**src/rtl/gbf_fill_scheduler_pkg.sv**
```systemverilog
// Shared definitions for the global-buffer fill scheduler: buffer ids,
// FSM encoding and the fill-length clamp.
package gbf_fill_scheduler_pkg;

  localparam int DFLT_DATA_BITWIDTH = 256;
  localparam int DFLT_ADDR_BITWIDTH = 5;
  localparam int DFLT_DEPTH         = 32;

  localparam logic [1:0] ID_ACTV1 = 2'd0;
  localparam logic [1:0] ID_ACTV2 = 2'd1;
  localparam logic [1:0] ID_WGT1  = 2'd2;
  localparam logic [1:0] ID_WGT2  = 2'd3;

  typedef enum logic [1:0] {
    ST_IDLE = 2'd0,
    ST_REQ  = 2'd1,
    ST_XFER = 2'd2,
    ST_DONE = 2'd3
  } fill_state_t;

  // A zero or oversize request means "fill the whole buffer".
  function automatic int unsigned clamp_len(input int unsigned len, input int unsigned depth);
    return ((len == 32'd0) || (len > depth)) ? depth : len;
  endfunction

endpackage

```
**src/rtl/gbf_fill_scheduler_arb.sv**
```systemverilog
// Four-way round-robin arbiter: grants the first requester at or after ptr.
module rr_arbiter4 (
  input  logic [3:0] req,
  input  logic [1:0] ptr,
  output logic [3:0] grant,
  output logic [1:0] id
);

  logic [1:0] idx;

  // Scan from farthest to nearest so the candidate closest to ptr wins.
  always_comb begin
    grant = 4'b0000;
    id    = 2'd0;
    idx   = 2'd0;
    for (int k = 3; k >= 0; k--) begin
      idx   = ptr + 2'(k);
      grant = req[idx] ? (4'b0001 << idx) : grant;
      id    = req[idx] ? idx : id;
    end
  end

endmodule

```
**src/rtl/gbf_fill_scheduler.sv**
```systemverilog
// Arbitrates buffer refill requests onto one fill stream and drives the
// shared port-A write bus of the granted ping-pong buffer.
module gbf_fill_scheduler
  import gbf_fill_scheduler_pkg::*;
#(
  parameter int GBF_DATA_BITWIDTH = DFLT_DATA_BITWIDTH,
  parameter int GBF_ADDR_BITWIDTH = DFLT_ADDR_BITWIDTH,
  parameter int GBF_DEPTH         = DFLT_DEPTH
) (
  input  logic                         clk,
  input  logic                         reset,
  input  logic [3:0]                   need_data,
  input  logic                         finish,
  input  logic [GBF_ADDR_BITWIDTH:0]   cfg_actv_len,
  input  logic [GBF_ADDR_BITWIDTH:0]   cfg_wgt_len,
  output logic                         src_req,
  output logic [1:0]                   src_id,
  output logic [GBF_ADDR_BITWIDTH:0]   src_len,
  input  logic                         src_ack,
  input  logic                         src_valid,
  input  logic [GBF_DATA_BITWIDTH-1:0] src_data,
  output logic                         src_ready,
  output logic [3:0]                   gbf_en,
  output logic [3:0]                   gbf_we,
  output logic [GBF_ADDR_BITWIDTH-1:0] gbf_addr,
  output logic [GBF_DATA_BITWIDTH-1:0] gbf_w_data,
  output logic [3:0]                   buf_ready,
  output logic                         actv_data_avail,
  output logic                         wgt_data_avail
);

  localparam int LEN_W = GBF_ADDR_BITWIDTH + 1;

  fill_state_t      state;
  fill_state_t      state_next;
  logic [1:0]       ptr;
  logic [3:0]       served;
  logic [LEN_W-1:0] beat_cnt;
  logic [3:0]       eligible;
  logic [3:0]       arb_grant;
  logic [1:0]       arb_id;
  logic             arb_valid;
  logic [LEN_W-1:0] len_sel;
  logic [LEN_W-1:0] len_clamped;
  logic [3:0]       fill_onehot;
  logic             beat_accept;
  logic             last_beat;

  assign eligible    = need_data & ~served & {4{~finish}};
  assign arb_valid   = |arb_grant;
  assign len_sel     = (arb_id >= ID_WGT1) ? cfg_wgt_len : cfg_actv_len;
  assign len_clamped = LEN_W'(clamp_len(32'(len_sel), GBF_DEPTH));
  assign fill_onehot = 4'b0001 << src_id;
  assign beat_accept = src_valid & src_ready;
  assign last_beat   = beat_accept & (beat_cnt == (src_len - LEN_W'(1)));

  rr_arbiter4 u_arb (
    .req   (eligible),
    .ptr   (ptr),
    .grant (arb_grant),
    .id    (arb_id)
  );

  // FSM state register.
  always_ff @(posedge clk or posedge reset) begin
    if (reset) begin
      state <= ST_IDLE;
    end else begin
      state <= state_next;
    end
  end

  // FSM next-state decode.
  always_comb begin
    state_next = state;
    case (state)
      ST_IDLE: state_next = arb_valid ? ST_REQ : ST_IDLE;
      ST_REQ:  state_next = src_ack ? ST_XFER : ST_REQ;
      ST_XFER: state_next = last_beat ? ST_DONE : ST_XFER;
      ST_DONE: state_next = ST_IDLE;
      default: state_next = ST_IDLE;
    endcase
  end

  // Request handshake, beat counting, write bus and completion bookkeeping.
  always_ff @(posedge clk or posedge reset) begin
    if (reset) begin
      ptr             <= 2'd0;
      served          <= 4'b0000;
      beat_cnt        <= '0;
      src_req         <= 1'b0;
      src_id          <= 2'd0;
      src_len         <= '0;
      src_ready       <= 1'b0;
      gbf_en          <= 4'b0000;
      gbf_we          <= 4'b0000;
      gbf_addr        <= '0;
      gbf_w_data      <= '0;
      buf_ready       <= 4'b0000;
      actv_data_avail <= 1'b0;
      wgt_data_avail  <= 1'b0;
    end else begin
      gbf_en    <= 4'b0000;
      gbf_we    <= 4'b0000;
      buf_ready <= 4'b0000;
      served    <= served & need_data;
      if (finish) begin
        actv_data_avail <= 1'b0;
        wgt_data_avail  <= 1'b0;
      end
      case (state)
        ST_IDLE: begin
          if (arb_valid) begin
            src_req  <= 1'b1;
            src_id   <= arb_id;
            src_len  <= len_clamped;
            ptr      <= arb_id + 2'd1;
            beat_cnt <= '0;
          end
        end
        ST_REQ: begin
          if (src_ack) begin
            src_req   <= 1'b0;
            src_ready <= 1'b1;
          end
        end
        ST_XFER: begin
          if (beat_accept) begin
            gbf_en     <= fill_onehot;
            gbf_we     <= fill_onehot;
            gbf_addr   <= beat_cnt[GBF_ADDR_BITWIDTH-1:0];
            gbf_w_data <= src_data;
            beat_cnt   <= beat_cnt + LEN_W'(1);
            if (last_beat) begin
              src_ready <= 1'b0;
            end
          end
        end
        ST_DONE: begin
          // Completion wins over a concurrent finish so the flag reflects this fill.
          buf_ready <= fill_onehot;
          served    <= (served & need_data) | fill_onehot;
          if (src_id < ID_WGT1) begin
            actv_data_avail <= 1'b1;
          end else begin
            wgt_data_avail <= 1'b1;
          end
        end
        default: begin
          src_req <= 1'b0;
        end
      endcase
    end
  end

endmodule

```
**config.mk**
```make
export PLATFORM = sky130hd
export DESIGN_NAME = gbf_fill_scheduler
export DESIGN_NICKNAME = d
export VERILOG_FILES = /design/src/rtl/gbf_fill_scheduler_pkg.sv /design/src/rtl/gbf_fill_scheduler_arb.sv /design/src/rtl/gbf_fill_scheduler.sv
export SDC_FILE = /design/constraint.sdc
export NUM_CORES = 1
export LEC_CHECK = 0
export ABC_AREA = 1
export ABC_CLOCK_PERIOD_IN_PS = 15800
export CAP_MARGIN = 20
export CORE_AREA = 2 2 216 218
export CTS_BUF_LIST = sky130_fd_sc_hd__clkbuf_8
export DETAILED_ROUTE_END_ITERATION = 16
export DIE_AREA = 0 0 218 220
export SETUP_SLACK_MARGIN = 0.02
export SLEW_MARGIN = 10
export SYNTH_ARGS = -nofsm -noshare
export SYNTH_HDL_FRONTEND = slang
export SYNTH_SLANG_ARGS = --single-unit
```
**constraint.sdc**
```tcl
create_clock -name clk -period 15.8 [get_ports clk]
set_input_delay 3.95 -clock clk [delete_from_list [all_inputs] [get_ports clk]]
set_output_delay 3.95 -clock clk [all_outputs]
set_load 0.02 [all_outputs]
```
# Yosys cells after proc, flatten, opt, wreduce, memory -nomap -nowiden

Index checks and enable logic that the tools add are counted.

Output and inout bits: 285
Register bits: 295

$add $sub $neg: 6
Multiplexer cells: 42
Shift operators: 5
Order comparisons: 7
Equal/unequal tests: 8
Bitwise gates (word level): 8
Reduce and logical (&&, ||, !) cells: 12

Operators by type and width:

| kind                  | count |
|---|---|
| $mux W4               | 8 |
| $mux W6               | 4 |
| $shl A1 B2 Y4 const A | 5 |
| $mux W1               | 17 |
| $and A4 B4 Y4         | 3 |
| $lt A2 B3 Y1 const B  | 4 |
| $pmux W6 S2           | 1 |
| $mux W2               | 5 |
| $bmux W1 S2           | 4 |
| $ne A2 B2 Y1 const B  | 4 |
| $pmux W2 S4           | 1 |
| $add A6 B1 Y6 const B | 1 |
| $eq A6 B6 Y1          | 1 |
| $gt A6 B6 Y1 const B  | 1 |
| $logic_not A6 Y1      | 1 |
| $reduce_and A3 Y1     | 2 |
| $reduce_bool A2 Y1    | 3 |
| $sub A6 B1 Y6 const B | 1 |
| $add A2 B1 Y2 const B | 2 |
| $add A2 B2 Y2 const B | 2 |
| $eq A2 B2 Y1 const B  | 2 |
| $not A4 Y4            | 1 |
| $or A4 B4 Y4          | 1 |
| $pmux W1 S2           | 2 |
| 10 further kinds      | 12 |

# Logic depth before layout (Yosys ltp)

Gate-level depths: netlist (run 1).

Word-level depth: 14
Depth in mapped cells: 20
Depth with buffers taken out: 20

# By module

A second synthesis (run 1) with hierarchy kept.

Cells, all modules: 1,448
Area, all modules: 12,104.1 µm²

By module, submodules not included:

| module             | instances | cells each | area each (µm²) |
|---|---|---|---|
| gbf_fill_scheduler | 1         | 1,364      | 11,613.6 |
| rr_arbiter4        | 1         | 84         | 490.5 |

# Least setup slack after synthesis (run 1)

OpenSTA, ideal clock, no wires.

Kind: in2reg
Start: input port finish
End: register src_len[0]
Buffers on the path: 0
Setup time: 117 ps
Cell stages on the path: 16
Arrival: 5,712 ps
Slack: 9,970 ps
Path through: nor2_1 nand2_2 nand2_1 nand3_4 nand2_2 a21oi_4 o21ai_0 inv_1 ha_1 inv_1 nand3_4 o21ai_2 inv_1 o21bai_1 nand3_1 nand2_1

Word-level cells in the longest chain between the ends: 13
Elaborated cells on any way between the ends: 26
Classes of those cells: order compare (2); mux (18); bitwise (2); reduce/logical (4)

RTL lines:

| item                                             | line                                                       | text |
|---|---|---|
| start: declaration                               | gbf_fill_scheduler.sv:13                                   | `input logic finish,` |
| $not A1 Y1 (*)                                   | gbf_fill_scheduler.sv:49                                   | `assign eligible = need_data & ~served & {4{~finish}};` |
| $and A4 B4 Y4 (*)                                | gbf_fill_scheduler.sv:49                                   |  |
| $bmux W1 S2                                      | gbf_fill_scheduler_arb.sv:18, gbf_fill_scheduler_arb.sv:19 |  |
| $mux W1 (implied by the code)                    | gbf_fill_scheduler_arb.sv:18, gbf_fill_scheduler_arb.sv:19 |  |
| $mux W2 (4 in series)                            | gbf_fill_scheduler_arb.sv:19                               | `id = req[idx] ? idx : id;` |
| $ge A2 B2 Y1                                     | gbf_fill_scheduler.sv:51                                   | `assign len_sel = (arb_id >= ID_WGT1) ? cfg_wgt_len : cfg_actv_len;` |
| $mux W6                                          | gbf_fill_scheduler.sv:51                                   |  |
| $gt A6 B6 Y1 or $logic_not A6 Y1 (tied branches) | gbf_fill_scheduler_pkg.sv:23                               | `return ((len == 32'd0) \|\| (len > depth)) ? depth : len;` |
| $logic_or A1 B1 Y1                               | gbf_fill_scheduler_pkg.sv:23                               |  |
| $mux W6                                          | gbf_fill_scheduler_pkg.sv:23                               |  |
| end signal: assignment                           | gbf_fill_scheduler.sv:116                                  | `src_len <= len_clamped;` |
| end: declaration                                 | gbf_fill_scheduler.sv:18                                   | `output logic [GBF_ADDR_BITWIDTH:0] src_len,` |

Every way passes the cells marked *; elsewhere a longest branch is shown, timed or not. The select of a mux whose other input is x is not followed.
A chain may end at the register's enable or synchronous reset.

# Worst setup path after layout (run 1)

Start: input port src_valid
End: register gbf_w_data[195]

Word-level cells in the longest chain between the ends: 2

RTL lines:

| item                        | line                      | text |
|---|---|---|
| start: declaration          | gbf_fill_scheduler.sv:20  | `input logic src_valid,` |
| $and A1 B1 Y1               | gbf_fill_scheduler.sv:54  | `assign beat_accept = src_valid & src_ready;` |
| $reduce_and A2 Y1 (no line) | --                        |  |
| end signal: assignment      | gbf_fill_scheduler.sv:132 | `gbf_w_data <= src_data;` |
| end: declaration            | gbf_fill_scheduler.sv:26  | `output logic [GBF_DATA_BITWIDTH-1:0] gbf_w_data,` |

Every way passes these cells.

==> results of run 1 <==
## final cells by class
cell class              instances  area share
flip-flops and latches        295       0.386
inverters                      43     0.00897
multi-input cells             446       0.210
clock inverters                30      0.0124
well taps                     607      0.0398
diodes                          3    0.000393
repair buffers                567       0.296
clock buffers                  64      0.0461
## logic make-up after synthesis
group / after synthesis / share of synthesized area
compound gates: 38 / 0.0204
fa+ha+maj: 8 / 0.00854
mux: 256 / 0.246
xor+xnor: 12 / 0.00896
simple gates: 132 / 0.0565
flops: 295 / 0.629
buf+inv: 78 / 0.0303
## sequential cells by signal, indices dropped and copies added, names as in the netlist, named ones only
| register | flops |
|---|---|
| wgt_data_avail | 1 |
| served | 4 |
| src_req | 1 |
| actv_data_avail | 1 |
| src_id | 2 |
| gbf_we | 4 |
| gbf_addr | 5 |
| state | 1 |
| gbf_w_data | 256 |
| buf_ready | 4 |
| beat_cnt | 6 |
| src_ready | 1 |
| ptr | 2 |
| src_len | 6 |
## worst paths after layout
kind | endpoint | cells past startpoint | start | slack (ns)
max in group asynchronous | gbf_w_data[235]$_DFFE_PP0P_ | 4 | reset | 9.60
worst max-delay path | gbf_w_data[195]$_DFFE_PP0P_ | 5 | src_valid | 9.19
min in group asynchronous | gbf_w_data[251]$_DFFE_PP0P_ | 2 | reset | 3.90
worst min register to register | served[1]$_DFF_PP0_ | 2 | served[1]$_DFF_PP0_ | 0.48
worst max register to register | gbf_w_data[195]$_DFFE_PP0P_ | 6 | register | 12.45
worst min-delay path | served[1]$_DFF_PP0_ | 2 | served[1]$_DFF_PP0_ | 0.48
## power groups by stage
| stage | Sequential, mW | Clock, mW | Combinational, mW |
|---|---|---|---|
| after floorplan | 1.72 | 0 | 0.648 |
| after global placement | 1.31 | 0 | 2.00 |
| after detailed placement | 1.32 | 0 | 2.02 |
| after CTS | 1.31 | 0.784 | 2.02 |
| after global routing | 1.36 | 0.817 | 2.13 |
| final | 1.31 | 0.749 | 2.00 |
## stage by stage
| stage | setup slack (ns) | hold slack, ns | cells |
|---|---|---|---|
| final | 9.19 | 0.479 | 2055 |
| after detailed placement | 8.53 | 0.469 | 1958 |
| after floorplan | 3.70 | 0.444 | 819 |
| after global routing | 9.02 | 0.508 | 2055 |
| after global placement | 8.54 | 0.462 | 1958 |
| after CTS | 9.21 | 0.486 | 2052 |
## cells in the final DEF, fill, tap and decap left out, types with 4 or more instances in the layout
master and count:
xor2_1 9, nand4_1 5, clkbuf_8 64, buf_4 6, nand3_2 5, ha_1 8
bufinv_16 4, nand3_1 14, mux2_2 256, nor2_1 23, nand2_1 62, dfrtp_1 295
nand2_2 7, clkdlybuf4s50_1 561, a21oi_2 4, inv_2 4, o21ai_0 22, inv_1 54
clkinv_2 6
## worst register-to-register path, delay by kind of cell, from the launching register on
kind          cells  cell delay [ns]
buf+inv           3             1.81
simple gates      2             0.57
mux               1             0.46
flops             1             0.40
## per-layer routing
layer	vias to the layer above	wire, µm	global-route usage
met3	58	3670	0.0624
met4	0	925	0.0540
li1	3973	-	-
met2	390	17800	0.246
met1	4190	13800	0.161
met5	-	0	0
==> results.ini, run 1 <==
[status]
status = completed

[timing]
period_share = 0.418
finalClockSkew_ns = 0.0256
fmax_ghz = 0.151
setup-violations-final = 0
period_needed_ns = 6.61
finalHoldViolCount = 0
slew_headroom = 0.280
slew_viol_final = 0
setup_tns_ns = 0
grt_setup_unrepaired = no
worstMarginPinSlew_ns = 1.08

[critical_path]
worstPathRequired_ns = 16.27
worstSetupEndpointType = register
slowest_stage = buf_4
path_cells = clkdlybuf4s50_1 -> nand3_4 -> buf_4 -> buf_4 -> mux2_2
start_kind = input port
critical_path.max_stage_delay_ns = 0.89
cp_top_family = buffers and inverters
arrival_ns = 7.08
cp_common_cell = buf_4
cp.buffers_inverters = 3
worstPathMaxFanout = 76
critPathKind = input port to register

[clocking]
ctsHoldBuffers = 0
cts_sinks = 295
clock-root-buffer = clkbuf_8
cts_tree = built
numCtsBuffers = 53
cts.repair.resized = 0
insertion_delay_ns = 0.61
clk_pin_slew_ns = 0.06
clk_path_buf_depth = 3
cts_post_setup_buffers_inserted = 0
cts_max_level = 2

[placement]
port_buffers = 561
gp_congestion = 0.778
dp_hpwl_mm = 27.1
place_area_um2 = 18000

[grt]
grt_pass1_wl_mm = 53.4
overflow = 0
grt_max_degree = 114
grt_pass1_vias = 9186
antenna_found_initial = 4
grt_usage = 0.145

[power_and_ir_drop]
combPwrFrac = 0.493
power_mw = 4.05
p_leak_nw = 8.30
power.share.switching = 0.372
p_seq_frac = 0.323
vdd_ir_drop_max_mv = 0.106
internal-power_mw = 2.55
p_sw_mw = 1.51
power_frac_clock = 0.185
p_per_area_nw_per_um2 = 212

[die]
rows = 79
die_area_um2 = 48000
initial_core_util = 0.256
core_area_um2 = 45900
pin_count = 562
die_h_um = 220
die_x_um = 218

[detailed_routing]
dr.pass1.iters = 4
vias = 8611
drc = 0
drtAntennaViolNets = 0
wl_per_cell_um = 17.6
initialDrtViolationCount = 398
routed_wl_mm = 36.2
viasPerCell = 4.19

[finish]
area_growth_pct = 62.9
register_area_um2 = 7380
final_design_area_no_fill_um2 = 19100
fin_util = 0.416
finalNetCount = 1691
multiInputGateArea_um2 = 4000
fill_cells = 4353
drive_gt1_frac = 0.259

[synth]
yosys-top-cells-area = dfrtp_1, mux2_2, nand2_1
synth-warning-count = 0
syn_inst = 819
synthesis.area_um2 = 11700
synth_most_common_cell = dfrtp_1
netlist-cell-type-count = 34
synth_ff_type = dfrtp_1
netlist.area_leader.share = 0.629
synth_nets = 1104
synth-async-reset-ratio = 1.00
synth_seq_area_share = 0.629
synth_edf_count = 0
synth_commonest_cells = dfrtp_1, mux2_2, nand2_1, inv_1, buf_2
syn_avg_cell_area_um2 = 14.3
synth_top_cell_by_area = dfrtp_1
ys_ff_latch = 295

[flow_run]
cap_violations = 0

[hold_path]
hold_class = register to register

No activity file was read; power rests on OpenSTA's default activity.
==> run 2, diff against run 1 <==
Settings changed: ABC_CLOCK_PERIOD_IN_PS 15800 to 6100.
Clock period 15.8 ns to 6.1 ns, I/O delays scaled along.
==> results.ini, run 2 (synthesis gave the netlist of run 1 again) <==
[die]
rows = 79
core_area_um2 = 45900
initial_core_util = 0.256
die_x_um = 218
die_area_um2 = 48000
die_h_um = 220
pin_count = 562

[critical_path]
worstSetupEndpointType = register
start_kind = input port
arrival_ns = 4.01
critPathKind = input port to register
worstPathRequired_ns = 6.58
worstPathMaxFanout = 10

[clocking]
ctsHoldBuffers = 0
cts_max_level = 2
clock-root-buffer = clkbuf_8
numCtsBuffers = 51
clk_path_buf_depth = 3
cts.repair.resized = 0
cts_post_setup_buffers_inserted = 0
clk_pin_slew_ns = 0.06
insertion_delay_ns = 0.60
cts_tree = built
cts_sinks = 295

[placement]
dpl.cell_count = 1957
dp_hpwl_mm = 26.0
port_buffers = 561
gp_congestion = 0.778

[grt]
grt_usage = 0.140
grt_pass1_wl_mm = 52.0
antenna_found_initial = 1
overflow = 0
met3_usage = 0.0585
grt_max_degree = 156
grt.met1_usage = 0.154
grt_pass1_vias = 9096
groute.layer.met2.usage = 0.241
gr-max-usage-layer = met2

[power_and_ir_drop]
power.share.switching = 0.372
internal-power_mw = 6.58
p_leak_nw = 8.31
vdd_ir_drop_max_mv = 0.304
p_seq_frac = 0.324
combPwrFrac = 0.494
p_sw_mw = 3.89
power_frac_clock = 0.182
p_per_area_nw_per_um2 = 548

[finish]
largest_register_ffs = 256
regMostFlops = gbf_w_data
layout_commonest_cell = clkdlybuf4s50_1
drive_gt1_frac = 0.258
instances_no_fill = 2051
finalNetCount = 1688
area_growth_pct = 63.0
mostFrequentLayoutCells = clkdlybuf4s50_1, dfrtp_1, mux2_2, clkbuf_8, nand2_1
largestRegisters = gbf_w_data: 256 flops, beat_cnt: 6 flops, src_len: 6 flops

[detailed_routing]
viasPerCell = 4.18
initialDrtViolationCount = 310
dr.pass1.iters = 4
routed_wl_mm = 35.0
drtAntennaViolNets = 0
wl_per_cell_um = 17.1
drc = 0
vias = 8564

[timing]
setup_tns_ns = 0
finalHoldViolCount = 0
slew_viol_final = 0
grt_setup_unrepaired = no
finalClockSkew_ns = 0.0100
worstMarginPinSlew_ns = 1.03
setup-violations-final = 0
slew_headroom = 0.311
period_share = 0.580
period_needed_ns = 3.54
fmax_ghz = 0.283

[status]
status = completed

[hold_path]
hold_class = register to register

[flow_run]
cap_violations = 0

==> run 2: routing by layer <==
layer,up-vias,wire length (µm),part of all wire
met5,-,13,0.00037
met4,2,841,0.024
met3,62,3540,0.10
met2,369,17400,0.50
met1,4165,13200,0.38
li1,3966,-,-
==> run 2: through the flow <==
stage	utilization	cell area (µm²)	hold WS, ns	total power, mW	worst slack (ns)
finish	0.417	19100	0.485	10.5	2.56
global route	0.417	19100	0.511	11.1	2.38
CTS	0.417	19100	0.491	10.6	2.65
detailed placement	0.393	18000	0.476	8.63	1.96
global placement	0.393	18000	0.474	8.57	2.05
floorplan	-	11700	0.444	6.13	0.658
==> run 2: area by class of cell <==
cell class,count,area [µm²]
Tap cell,607,759
Timing Repair Buffer,566,5690
Inverter,43,168
Antenna cell,1,2.50
Sequential cell,295,7380
Clock buffer,70,963
Multi-Input combinational cell,446,4000
Fill cell,4373,26700
Clock inverter,23,146
==> run 2: power by group through the flow <==
stage               clock network [mW]  registers (mW)  logic [mW]
detailed placement                   0            3.42        5.22
floorplan                            0            4.45        1.68
CTS                               2.00            3.40        5.23
global route                      2.08            3.52        5.51
finish                            1.91            3.39        5.17
global placement                     0            3.39        5.18
==> run 2: final timing paths <==
| check | start | to | slack [ns] | cells after the start |
|---|---|---|---|---|
| min reg2reg | gbf_addr[3]$_DFFE_PP0P_ | gbf_addr[3]$_DFFE_PP0P_ | 0.48 | 2 |
| min | gbf_addr[3]$_DFFE_PP0P_ | gbf_addr[3]$_DFFE_PP0P_ | 0.48 | 2 |
| max reg2reg | ptr[0]$_DFFE_PP0P_ | src_len[0]$_DFFE_PP0P_ | 3.08 | 18 |
| min in group asynchronous | reset | gbf_w_data[100]$_DFFE_PP0P_ | 1.51 | 3 |
| max | finish | src_len[0]$_DFFE_PP0P_ | 2.56 | 17 |
| max in group asynchronous | reset | gbf_w_data[178]$_DFFE_PP0P_ | 3.82 | 3 |
==> run 2: critical path: stages <==
cell	delay, ns
clkdlybuf4s50_1	0.44
nor2_1	0.15
nand2_2	0.08
nand2_1	0.14
nand3_4	0.14
nand2_2	0.13
a21oi_4	0.04
o21ai_0	0.20
inv_1	0.07
ha_1	0.19
inv_1	0.16
nand3_4	0.16
o21ai_2	0.16
inv_1	0.10
o21bai_1	0.19
nand3_1	0.08
nand2_1	0.05
==> RTL change, RTL diff (settings of run 2) <==
The package constant `DFLT_DATA_BITWIDTH` goes from 256 to 128.
--- a/src/rtl/gbf_fill_scheduler_pkg.sv
+++ b/src/rtl/gbf_fill_scheduler_pkg.sv
@@ -2,7 +2,7 @@
 // FSM encoding and the fill-length clamp.
 package gbf_fill_scheduler_pkg;
 
-  localparam int DFLT_DATA_BITWIDTH = 256;
+  localparam int DFLT_DATA_BITWIDTH = 128;
   localparam int DFLT_ADDR_BITWIDTH = 5;
   localparam int DFLT_DEPTH         = 32;
 
Ports: changed (resized gbf_w_data and src_data); port bits go from 562 to 306. No check against the original RTL was run, so the function may have changed too.
==> RTL change against run 2 <==
  * Sequential cell count fell by 128
  * Clock power fell by 56%
  * Power fell by 47%
  * Fmax fell by 5.9%
  * Worst setup slack got worse by 0.22 ns
  * Critical path type unchanged
  * Cell area fell by 42%
  * Wire length fell by 35%
  * Utilization fell by 17 points
  * Die area did not move
  * Largest power group unchanged
  * First-iteration DRC count rose by 38%
  * Synthesized area fell by 40%
  * Via count fell by 26%
==> RTL change: results (changes against run 2) <==
| Metric | Value |
|---|---|
| Global routing usage on met1 | `0.111 (-0.0436)` |
| Power of the clock network | `0.000849 W (-56%)` |
| Worst-case vdd ir drop | `0.275 mV (-9.8%)` |
| Met2 WL | `11,100 um (-36%)` |
| First-pass detailed-route iteration total | `5 (+1)` |
| Wl on met1 | `9310 um (-29%)` |
| Rel. slew slack | `0.293 (-0.0177)` |
| Via Count | `6,347 (-26%)` |
| Synth Area in Adders | `0.0143 (+0.00581)` |
| Combinational fraction of design power | `0.515 (+0.021)` |
| H-tree depth | `4 (+2)` |
| Source of the worst hold timing path | `gbf_w_data[76]` |
| Portion of the post-synthesis area used by sequential elements | `0.599 (-0.0307)` |
| Compound-gate portion of the synthesized area | `0.0276 (+0.00723)` |
| Result of the run | `finished, final reports clean` |
| Met2 track utilization from global routing | `0.155 (-0.0858)` |
| Setup slack on the worst flop-to-flop path | `3.18 ns (+0.10 ns)` |
| Endpoint of the worst setup timing path | `src_len[5]` |
| Number of buffers created by CTS | `17 (-67%)` |
| Total nets after synthesis | `979 (-11%)` |
| Top area cells in the synthesized netlist | `sky130_fd_sc_hd__dfrtp_1 60%, sky130_fd_sc_hd__nand2_1 25%, sky130_fd_sc_hd__inv_1 2.0%, sky130_fd_sc_hd__o21ai_0 1.5%, sky130_fd_sc_hd__ha_1 1.4%` |
| Wire length of the first global-routing pass | `35,100 um (-32%)` |
| Wire length after detailed routing | `22,900 um (-35%)` |
| Pin count of the biggest net entering global routing | `104 (-33%)` |
| Internal power contribution | `0.00313 W (-52%)` |
[RTL change: through the flow]
step / hold WS (ns) / worst slack, ns / power [W] / utilization / instance area, um2
after CTS: 0.491 / 2.51 / 0.00565 / 0.242 / 11100
after floorplan: 0.444 / 0.0566 / 0.00342 / - / 6980
final: 0.487 / 2.34 / 0.00555 / 0.242 / 11100
after global placement: 0.461 / 1.94 / 0.00468 / 0.233 / 10700
after global routing: 0.507 / 2.09 / 0.00597 / 0.242 / 11100
after detailed placement: 0.464 / 1.84 / 0.00474 / 0.233 / 10700
[RTL change: critical path: cells and delay by family]
family / cells / cell delay (ns)
buffers and inverters: 4 / 0.69
AOI/OAI and AO/OA: 3 / 0.60
adders and majority gates: 1 / 0.18
and+or+nand+nor: 11 / 1.21
[RTL change: area by class of cell]
type                            count  area (um2)
Tap cell                          607         759
Clock inverter                     15         171
Inverter                           43         169
Multi-Input combinational cell    577        2480
Sequential cell                   167        4180
Timing Repair Buffer              309        3100
Clock buffer                       17         234
Fill cell                        4973       34800
